<file path="src/rtl/vout_pkg.sv">
// vout_pkg: shared types and constants for the HDMI-out video source.
//   rgb_t        24-bit packed pixel {r, g, b}
//   state_t      source FSM states IDLE / ALIGN / RUN
//   TIM_1080P_*  CEA-861 1080p60 timing, also usable by the receive side
//   BAR_*        colour-bar palette, plus bar_color() to index it left to right
package vout_pkg;

  typedef struct packed {
    logic [7:0] r;
    logic [7:0] g;
    logic [7:0] b;
  } rgb_t;

  typedef enum logic [1:0] {
    IDLE  = 2'd0,
    ALIGN = 2'd1,
    RUN   = 2'd2
  } state_t;

  localparam int TIM_1080P_H_ACTIVE = 1920;
  localparam int TIM_1080P_H_FP     = 88;
  localparam int TIM_1080P_H_SYNC   = 44;
  localparam int TIM_1080P_H_BP     = 148;
  localparam int TIM_1080P_V_ACTIVE = 1080;
  localparam int TIM_1080P_V_FP     = 4;
  localparam int TIM_1080P_V_SYNC   = 5;
  localparam int TIM_1080P_V_BP     = 36;
  localparam bit TIM_1080P_HS_POL   = 1'b1;
  localparam bit TIM_1080P_VS_POL   = 1'b1;

  localparam rgb_t BAR_WHITE   = 24'hFFFFFF;
  localparam rgb_t BAR_YELLOW  = 24'hFFFF00;
  localparam rgb_t BAR_CYAN    = 24'h00FFFF;
  localparam rgb_t BAR_GREEN   = 24'h00FF00;
  localparam rgb_t BAR_MAGENTA = 24'hFF00FF;
  localparam rgb_t BAR_RED     = 24'hFF0000;
  localparam rgb_t BAR_BLUE    = 24'h0000FF;
  localparam rgb_t BAR_BLACK   = 24'h000000;

  function automatic rgb_t bar_color(input logic [2:0] idx);
    rgb_t c;
    case (idx)
      3'd0:    c = BAR_WHITE;
      3'd1:    c = BAR_YELLOW;
      3'd2:    c = BAR_CYAN;
      3'd3:    c = BAR_GREEN;
      3'd4:    c = BAR_MAGENTA;
      3'd5:    c = BAR_RED;
      3'd6:    c = BAR_BLUE;
      default: c = BAR_BLACK;
    endcase
    return c;
  endfunction

endpackage

</file>
<file path="src/rtl/vout_counter.sv">
// vout_counter: horizontal/vertical raster counters and their timing decode.
// Counters start at (0,0) and advance every clock unless clr is high.
// Build option: VOUT_PATTERN_EN exposes the horizontal position for the
// colour-bar generator.
// Ports:
//   clk_i   pixel clock
//   rst_ni  asynchronous active-low reset
//   clr     synchronous clear; holds both counters at 0
//   h_pos   current h count (VOUT_PATTERN_EN only)
//   active  inside the active picture
//   hs      inside the hsync pulse (active-high, polarity applied by the caller)
//   vs      inside the vsync interval, switching on hsync leading edges
//   first   at the first pixel of the frame (0,0)
module vout_counter #(
  parameter int H_ACTIVE = 1920,
  parameter int H_FP     = 88,
  parameter int H_SYNC   = 44,
  parameter int H_BP     = 148,
  parameter int V_ACTIVE = 1080,
  parameter int V_FP     = 4,
  parameter int V_SYNC   = 5,
  parameter int V_BP     = 36,
  localparam int H_TOTAL = H_ACTIVE + H_FP + H_SYNC + H_BP,
  localparam int V_TOTAL = V_ACTIVE + V_FP + V_SYNC + V_BP,
  localparam int HW      = $clog2(H_TOTAL),
  localparam int VW      = $clog2(V_TOTAL)
) (
  input  logic          clk_i,
  input  logic          rst_ni,
  input  logic          clr,
`ifdef VOUT_PATTERN_EN
  output logic [HW-1:0] h_pos,
`endif
  output logic          active,
  output logic          hs,
  output logic          vs,
  output logic          first
);

  localparam logic [HW-1:0] H_LAST   = HW'(H_TOTAL - 1);
  localparam logic [HW-1:0] H_ACTEND = HW'(H_ACTIVE);
  localparam logic [HW-1:0] HS_START = HW'(H_ACTIVE + H_FP);
  localparam logic [HW-1:0] HS_END   = HW'(H_ACTIVE + H_FP + H_SYNC);
  localparam logic [VW-1:0] V_LAST   = VW'(V_TOTAL - 1);
  localparam logic [VW-1:0] V_ACTEND = VW'(V_ACTIVE);
  localparam logic [VW-1:0] VS_START = VW'(V_ACTIVE + V_FP);
  localparam logic [VW-1:0] VS_END   = VW'(V_ACTIVE + V_FP + V_SYNC);

  logic [HW-1:0] h_cnt;
  logic [VW-1:0] v_cnt;
  logic [VW-1:0] v_prev;
  logic [VW-1:0] vs_line;

  always_ff @(posedge clk_i or negedge rst_ni) begin
    if (!rst_ni) begin
      h_cnt <= '0;
      v_cnt <= '0;
    end else if (clr) begin
      h_cnt <= '0;
      v_cnt <= '0;
    end else if (h_cnt == H_LAST) begin
      h_cnt <= '0;
      v_cnt <= (v_cnt == V_LAST) ? '0 : v_cnt + VW'(1);
    end else begin
      h_cnt <= h_cnt + HW'(1);
    end
  end

  // v_cnt steps at the line wrap, but vsync must move with the hsync leading
  // edge. Before that edge we are still "on" the previous line for vs purposes.
  assign v_prev  = (v_cnt == '0) ? V_LAST : v_cnt - VW'(1);
  assign vs_line = (h_cnt >= HS_START) ? v_cnt : v_prev;

  assign active = (h_cnt < H_ACTEND) && (v_cnt < V_ACTEND);
  assign hs     = (h_cnt >= HS_START) && (h_cnt < HS_END);
  assign vs     = (vs_line >= VS_START) && (vs_line < VS_END);
  assign first  = (h_cnt == '0) && (v_cnt == '0);

`ifdef VOUT_PATTERN_EN
  assign h_pos = h_cnt;
`endif

endmodule

</file>
<file path="src/rtl/vout_timing_gen.sv">
// vout_timing_gen: transmit-side video source for the ADV7511 parallel bus.
// Generates hs/vs/de timing, pulls RGB pixels from a valid/ready stream that
// carries a start-of-frame marker, locks the stream to the raster and outputs
// black when the stream underflows or loses alignment.
// Build option: VOUT_PATTERN_EN adds pattern_i, which replaces the stream with
// eight vertical colour bars.
// Ports:
//   clk_i          pixel clock
//   rst_ni         asynchronous active-low reset
//   en_i           run enable; low returns to IDLE and clears the sticky flags
//   pattern_i      colour-bar select (VOUT_PATTERN_EN only)
//   pix_valid_i    stream valid
//   pix_sof_i      first pixel of a frame, qualified by pix_valid_i
//   pix_data_i     stream pixel {R,G,B}
//   pix_ready_o    stream ready (combinational)
//   vout_hs_o      hsync, registered
//   vout_vs_o      vsync, registered
//   vout_de_o      data enable, registered
//   vout_data_o    pixel data, registered, 0 while de is low
//   frame_start_o  one-cycle pulse with the first pixel of a sof-aligned frame
//   underflow_o    sticky: an active slot had no valid pixel
//   desync_o       sticky: sof marker seen away from (0,0)
//
// state | meaning
// IDLE  | counters held at 0, outputs at reset values, stream not read
// ALIGN | timing running, data black; flush pixels until a sof lands on (0,0)
// RUN   | one stream pixel per active slot; misplaced sof drops back to ALIGN
module vout_timing_gen
  import vout_pkg::*;
#(
  parameter int H_ACTIVE = TIM_1080P_H_ACTIVE,
  parameter int H_FP     = TIM_1080P_H_FP,
  parameter int H_SYNC   = TIM_1080P_H_SYNC,
  parameter int H_BP     = TIM_1080P_H_BP,
  parameter int V_ACTIVE = TIM_1080P_V_ACTIVE,
  parameter int V_FP     = TIM_1080P_V_FP,
  parameter int V_SYNC   = TIM_1080P_V_SYNC,
  parameter int V_BP     = TIM_1080P_V_BP,
  parameter bit HS_POL   = TIM_1080P_HS_POL,
  parameter bit VS_POL   = TIM_1080P_VS_POL
) (
  input  logic        clk_i,
  input  logic        rst_ni,
  input  logic        en_i,
`ifdef VOUT_PATTERN_EN
  input  logic        pattern_i,
`endif
  input  logic        pix_valid_i,
  input  logic        pix_sof_i,
  input  logic [23:0] pix_data_i,
  output logic        pix_ready_o,
  output logic        vout_hs_o,
  output logic        vout_vs_o,
  output logic        vout_de_o,
  output logic [23:0] vout_data_o,
  output logic        frame_start_o,
  output logic        underflow_o,
  output logic        desync_o
);

  state_t state;
  logic   active_dec;
  logic   hs_dec;
  logic   vs_dec;
  logic   first_dec;
  logic   cnt_clr;
  logic   misplaced;
  logic   pat_on;

  // The raster only runs outside IDLE; en_i low restarts it at (0,0).
  assign cnt_clr = !en_i || (state == IDLE);

`ifdef VOUT_PATTERN_EN
  localparam int HW    = $clog2(H_ACTIVE + H_FP + H_SYNC + H_BP);
  localparam int BAR_W = (H_ACTIVE >= 8) ? H_ACTIVE / 8 : 1;
  localparam logic [HW-1:0] BAR_W_C = HW'(BAR_W);
  localparam logic [HW-1:0] BAR_MAX = HW'(7);

  logic [HW-1:0] h_pos;
  logic [HW-1:0] bar_q;
  logic [2:0]    bar_idx;
  rgb_t          bar_rgb;

  assign pat_on = pattern_i;

  // Any remainder of H_ACTIVE/8 lands in the last (black) bar.
  always_comb begin
    bar_q   = h_pos / BAR_W_C;
    bar_idx = (bar_q > BAR_MAX) ? 3'd7 : bar_q[2:0];
    bar_rgb = bar_color(bar_idx);
  end
`else
  assign pat_on = 1'b0;
`endif

  vout_counter #(
    .H_ACTIVE (H_ACTIVE),
    .H_FP     (H_FP),
    .H_SYNC   (H_SYNC),
    .H_BP     (H_BP),
    .V_ACTIVE (V_ACTIVE),
    .V_FP     (V_FP),
    .V_SYNC   (V_SYNC),
    .V_BP     (V_BP)
  ) u_counter (
    .clk_i  (clk_i),
    .rst_ni (rst_ni),
    .clr    (cnt_clr),
`ifdef VOUT_PATTERN_EN
    .h_pos  (h_pos),
`endif
    .active (active_dec),
    .hs     (hs_dec),
    .vs     (vs_dec),
    .first  (first_dec)
  );

  assign misplaced = pix_valid_i && (pix_sof_i != first_dec);

  // ALIGN takes every pixel except a sof that is waiting for (0,0); at (0,0)
  // it takes whatever is there (the sof pixel, or one more non-sof to flush).
  // Gated by en_i so nothing is accepted on the cycle the block shuts down.
  always_comb begin
    pix_ready_o = 1'b0;
    if (en_i && !pat_on) begin
      case (state)
        ALIGN:   pix_ready_o = first_dec || !(pix_valid_i && pix_sof_i);
        RUN:     pix_ready_o = active_dec && !misplaced;
        default: pix_ready_o = 1'b0;
      endcase
    end
  end

  always_ff @(posedge clk_i or negedge rst_ni) begin
    if (!rst_ni) begin
      state         <= IDLE;
      vout_hs_o     <= ~HS_POL;
      vout_vs_o     <= ~VS_POL;
      vout_de_o     <= 1'b0;
      vout_data_o   <= '0;
      frame_start_o <= 1'b0;
      underflow_o   <= 1'b0;
      desync_o      <= 1'b0;
    end else if (!en_i) begin
      state         <= IDLE;
      vout_hs_o     <= ~HS_POL;
      vout_vs_o     <= ~VS_POL;
      vout_de_o     <= 1'b0;
      vout_data_o   <= '0;
      frame_start_o <= 1'b0;
      underflow_o   <= 1'b0;
      desync_o      <= 1'b0;
    end else begin
      vout_hs_o     <= hs_dec ? HS_POL : ~HS_POL;
      vout_vs_o     <= vs_dec ? VS_POL : ~VS_POL;
      vout_de_o     <= active_dec;
      vout_data_o   <= '0;
      frame_start_o <= 1'b0;

      case (state)
        IDLE: begin
          state     <= ALIGN;
          vout_hs_o <= ~HS_POL;
          vout_vs_o <= ~VS_POL;
          vout_de_o <= 1'b0;
        end

        ALIGN: begin
          if (!pat_on && first_dec && pix_valid_i && pix_sof_i) begin
            vout_data_o   <= pix_data_i;
            frame_start_o <= 1'b1;
            state         <= RUN;
          end
        end

        RUN: begin
          if (!pat_on && active_dec) begin
            if (!pix_valid_i) begin
              underflow_o <= 1'b1;
            end else if (misplaced) begin
              desync_o <= 1'b1;
              state    <= ALIGN;
            end else begin
              vout_data_o   <= pix_data_i;
              frame_start_o <= first_dec;
            end
          end
        end

        default: state <= IDLE;
      endcase

`ifdef VOUT_PATTERN_EN
      if (pat_on && active_dec && (state != IDLE)) begin
        vout_data_o <= bar_rgb;
      end
`endif
    end
  end

endmodule
</file>
<file path="config.mk">
export PLATFORM = sky130hd
export DESIGN_NAME = vout_timing_gen
export DESIGN_NICKNAME = d
export VERILOG_FILES = /design/src/rtl/vout_pkg.sv /design/src/rtl/vout_counter.sv /design/src/rtl/vout_timing_gen.sv
export SDC_FILE = /design/constraint.sdc
export NUM_CORES = 1
export LEC_CHECK = 0
export CAP_MARGIN = 20
export CORE_ASPECT_RATIO = 0.7
export CORE_MARGIN = 4
export CORE_UTILIZATION = 51
export CTS_CLUSTER_SIZE = 14
export DETAILED_ROUTE_END_ITERATION = 7
export HOLD_SLACK_MARGIN = 0.15
export PLACE_DENSITY_LB_ADDON = 0.05
export SYNTH_ARGS = -nofsm -noshare
export SYNTH_HDL_FRONTEND = slang
export SYNTH_SLANG_ARGS = --single-unit
export TNS_END_PERCENT = 30
</file>
<file path="constraint.sdc">
create_clock -name clk_i -period 3.87 [get_ports clk_i]
set_input_delay 0.774 -clock clk_i [delete_from_list [all_inputs] [get_ports clk_i]]
set_output_delay 0.774 -clock clk_i [all_outputs]
set_load 0.03 [all_outputs]
</file>
# Word level (Yosys, flattened, before mapping)
# Cells that the tools add are included.
op_classes:
  n_addsub: 3
  order_cmp: 6
  eq_ne: 14
  n_mux: 44
  n_reduce_logical: 21
ops:
  columns: ["operator", "count"]
  rows:
  - ["24-bit 2-to-1 mux", 5]
  - ["11-bit 2-to-1 mux", 5]
  - ["24-bit one-hot mux with 2 select lines", 1]
  - ["12-bit 2-to-1 mux", 2]
  - ["1-bit 2-to-1 mux", 23]
  - ["11-bit less-than comparator (second input constant)", 2]
  - ["12-bit by 1-bit adder with 12-bit output (second input constant)", 1]
  - ["12-bit == test (second input constant)", 1]
  - ["12-bit by 11-bit >= comparator with 1-bit output (second input constant)", 1]
  - ["12-bit zero test", 1]
  - ["12-bit by 11-bit less-than comparator with 1-bit output (second input constant)", 1]
  - ["12-bit less-than comparator (second input constant)", 1]
  - ["3-bit != test (second input constant)", 4]
  - ["11-bit by 1-bit adder with 11-bit output (second input constant)", 1]
  - ["11-bit == test (second input constant)", 1]
  - ["11-bit >= comparator (second input constant)", 1]
  - ["11-bit zero test", 1]
  - ["11-bit by 1-bit subtractor with 11-bit output (second input constant)", 1]
  - ["2-bit 2-to-1 mux", 5]
  - ["1-bit logical AND", 9]
  - ["2-bit by 1-bit != test with 1-bit output (second input constant)", 4]
  - ["4-bit AND reduction", 2]
  - ["2-bit one-hot mux with 3 select lines", 1]
  - ["1-bit one-hot mux with 2 select lines", 2]
  - ["other kinds (9)", 12]
word_totals:
  regBits: 55
  out_inout_bits: 31
  word_cells: 98

# Longest topological paths before layout
logic_depth:
  word_depth: 9
  ltp_mapped: 9
  depth_no_buf: 8

# Cells and area by module
# A second synthesis with hierarchy kept.
unflattened:
  cells_unflattened: 279
  hier_area_um2: 2852.7
modules_own_cells:
  columns: ["mod", "instances", "cells_each", "area_per_inst_um2"]
  rows:
  - ["vout_counter", 1, 182, 1571.5]
  - ["vout_timing_gen", 1, 97, 1281.2]

# Worst setup path after synthesis
# No wires, ideal clock.
synth_path:
  kind: "register to output"
  from: "register u_counter.v_cnt[8]"
  to: "output port pix_ready_o"
  arrival_ps: 2787
  required_time_ps: 3096
  slack_ps: 309
  stages_incl_launch_ff: 7
  path_buffers: 1
  cell_sequence: "dfrtp_1 buf_6 or3_4 or4b_4 nor4_4 mux2_2 a211oi_1"
synth_between:
  elab_chain_cells: 8
  word_cells_on_any_way: 11
  classes_between: "order compare (1); eq/ne (1); mux (2); reduce/logical (7)"
synth_rtl:
  columns: ["item", "line_no", "text"]
  rows:
  - ["start, declared", "vout_counter.sv:50", "logic [VW-1:0] v_cnt;"]
  - ["start signal, assigned", "vout_counter.sv:63", "v_cnt <= (v_cnt == V_LAST) ? '0 : v_cnt + VW'(1);"]
  - ["branches (longest 6 deep; another with 11-bit less-than comparator)", null, null]
  - ["1-bit one-hot mux with 2 select lines (*)", "vout_timing_gen.sv:126", "case (state)"]
  - ["1-bit 2-to-1 mux (*)", "vout_timing_gen.sv:125", "if (en_i && !pat_on) begin"]
  - ["end, declared", "vout_timing_gen.sv:51", "output logic pix_ready_o,"]
# Mark *: on every way between the ends.

# Final worst setup path
layout_path:
  from: "register u_counter.v_cnt[0]"
  to: "output port pix_ready_o"
# Same word-level chain as after synthesis.

==> results.md <==
* Clock power share at 0.256
* Synthesis Warnings at 0
* Fin. max-slew vios at 0
* WL final at 5.99 mm
* Worst Tran Pin Value at 1.00 ns
* CP max-delay cell: dlygate4sd2_1
* Worst path max stage delay at 0.45 ns
* Register area share after synthesis at 0.494
* Post-Synthesis Cells at 277
* Top cell type's share of synthesized area at 0.494
* Crit-path max FO at 6
* Crit path DAT at between 2 and 3 ns
* Min setup slack post-route at 0.151 ns
* Mean area per synthesized cell at 10.1 µm²
* Hold slack final at 0.503 ns
* R2r setup slk at 1.14 ns
* Total die area at a little under 0.007 mm²
* DR DRC count at 0
* Grt ovf at 0
* DP HPWL at 4.45 mm
* Clk_lat worst skew at 0.30 ns
* Max-cap violations at 0
* H-tree levels at 2
* Number of buffers created by CTS at 5
* Die extent in x at about 96 µm
* Final critical-path share of the clock period at 0.961
* VDD IR max at 0.000234 V
* Leak Pwr at 1.55 nW
* Vias per cell at roughly 5.3
* Nature of the critical path startpoint: flop
* CTS tree: done
* Pre-CTS setup slack at 0.195 ns
* RSZ-0062 raised after global routing: no
* Top post-synthesis cells by area: dfrtp_1 49%, and2_1 5.6%, ha_1 3.6%
* Hold Buf Count CTS at 0
* Clk slew on worst S/H paths at 0.10 ns
* Worst path bufs/invs at 2
* Starting Density at 0.530
* DR iter-0 viols at 153
* Pint at 0.901 mW
* Largest net degree at the start of global routing at 39
* CTS max path bufs at 2
* Initial antenna violation count at 0
* DR pass1 iterations at 5
* FP Rows at 22
* Max_slew headroom at 0.326
* Utilization after layout at 0.668
* Hold Fails Final Rpt at 0
* Crit path time final at 3.72 ns
* Fmax achieved at 269 MHz
* Die Y-Extent at approximately 70 µm
* Switch share at 0.313
* CP required at 3.10 ns
* NumNets Final at 369
* IO buf count at 59
* Drt wl/cell at roughly 15 µm
* Status: completed
* Core area at 0.00526 mm²
* P&R area growth vs syn at 26.1%
* First-pass GRT wire length at 10.2 mm
* Synth cell count leaders: 55 x dfrtp_1, 25 x and2_1, 25 x nor2_1
* EDFF count, synth at 0
* Area leader, netlist: dfrtp_1
* CP Capture Type: primary output
* Clk sinks at 55
* Reg power frac at 0.476
* NetSw at 0.411 mW
* Post-CTS Setup Bufs at 0
* Vias in the first global route at 2,048
* Final clock skew at ~0.0038 ns
* Share of post-route cells with drive strength above 1 at 0.0751
* Final Setup Violations at 0
* Pwr dens at 374 mW/mm²
* IO Count at 60
* Logic pwr share at 0.268
* Root Buffer: clkbuf_8
* Post-route setup TNS at 0 ns
* Synthesized net count at 314
* Main synth FF type: dfrtp_1
* Critical path cell sequence: inv_1, ha_1, nor4b_1, nand2b_1, nor4_4, mux2_2, a211oi_1, dlygate4sd2_1
* Async S/R FF share, synth at 1.00
* N_diodes at 0
* Total GRT Usage at 0.193
* Mapped Area at about 0.0028 mm²
* Setup CP Type: reg2out
* Vias at 2,165
* Gpl congestion at around 0.84
* Unique cell type count in the Yosys netlist at 51
* Yosys reg bits at 55
* Worst hold path type: reg2reg
* Most frequent cell after synthesis: dfrtp_1
* Crit path max-delay family: simple AND/OR/NAND/NOR gates
* Antenna-violating nets left at 0
[what timing repair did]
action	CTS	global route
endpoints found under the setup margin	1	0
hold endpoints to repair	0	0
gates resized for setup	1	0
[layer usage]
layer	share of wire	GRT usage	vias up	wire, µm
met2	0.46	0.275	66	2770
met5	0	0	-	0
met4	0.0035	0.0358	0	21
met1	0.47	0.303	1039	2790
li1	-	-	1056	-
met3	0.069	0.0401	4	412
[through the flow]
stage | std cells | cell area [µm²] | total power [mW]
6_report | 405 | 3510 | 1.31
3_3_place_gp | 397 | 3410 | 0.981
4_1_cts | 405 | 3510 | 1.32
3_5_place_dp | 397 | 3410 | 0.989
2_1_floorplan | 277 | 2780 | 0.853
5_1_grt | 405 | 3510 | 1.38
[power by group through the flow]
| stage | registers [mW] | clock network (mW) | logic (mW) |
|---|---|---|---|
| 4_1_cts | 0.625 | 0.347 | 0.351 |
| 3_3_place_gp | 0.636 | 0 | 0.345 |
| 2_1_floorplan | 0.667 | 0 | 0.186 |
| 5_1_grt | 0.629 | 0.370 | 0.384 |
| 3_5_place_dp | 0.636 | 0 | 0.352 |
| 6_report | 0.625 | 0.335 | 0.352 |
[layout make-up]
cell class                 count  area [µm²]
multi-input combinational    196        1280
clock inverter                 2        16.3
fill                         437        1750
tap                           72        90.1
sequential                    55        1380
clock buffer                   6        82.6
inverter                       9        33.8
timing repair buffer          65         629
[path summary, 6_finish.rpt]
| kind | start | to | depth (start not counted) |
|---|---|---|---|
| min in group asynchronous | rst_ni | u_counter.v_cnt[5]$_DFFE_PN0P_ | 1 |
| max | u_counter.v_cnt[0]$_DFFE_PN0P_ | pix_ready_o | 8 |
| min reg2reg | underflow_o$_DFFE_PN0P_ | underflow_o$_DFFE_PN0P_ | 1 |
| max reg2reg | u_counter.v_cnt[0]$_DFFE_PN0P_ | vout_vs_o$_DFF_PN0_ | 7 |
| min | underflow_o$_DFFE_PN0P_ | underflow_o$_DFFE_PN0P_ | 1 |
| max in group asynchronous | rst_ni | vout_data_o[7]$_DFF_PN0_ | 2 |
[flip-flops by register name, summed over array words and instances, names as in the netlist]
name and flops:
underflow_o 1, vout_hs_o 1, vout_data_o 24, desync_o 1, vout_de_o 1, vout_vs_o 1
u_counter.h_cnt 12, state 2, frame_start_o 1, u_counter.v_cnt 11
[cell usage in the layout (no fill, tap or decap), types with 2 or more instances in the layout]
cell,instances
o31ai_1,4
o21a_1,2
mux2_2,2
a31oi_1,5
nor2_1,25
clkbuf_8,6
a21oi_1,3
nor4_1,3
buf_4,6
or3_1,3
nand2b_1,7
nand3_1,11
o22ai_1,2
clkdlybuf4s50_1,57
and2_1,25
nor3_1,4
and3_1,8
and4_1,2
nand2_1,18
inv_1,9
nand4b_1,2
xor2_1,9
o21ai_0,15
nand4_1,2
mux2i_1,2
dfrtp_1,55
ha_1,8
or4_1,2
nor2b_1,5
xnor2_1,7
[logic make-up (layout without fill, tap and decap cells)]
| kind of cell | count (synthesis) | after routing | synth area share |
|---|---|---|---|
| and+or+nand+nor | 128 | 128 | 0.267 |
| DFF | 55 | 55 | 0.494 |
| AOI/OAI and AO/OA | 40 | 40 | 0.0917 |
| buffers and inverters | 26 | 82 | 0.0454 |
| xor gates and xnor gates | 16 | 16 | 0.0503 |
| adders and majority gates | 8 | 8 | 0.0360 |
| muxes | 4 | 4 | 0.0153 |
(Power assumes the default switching activity.)
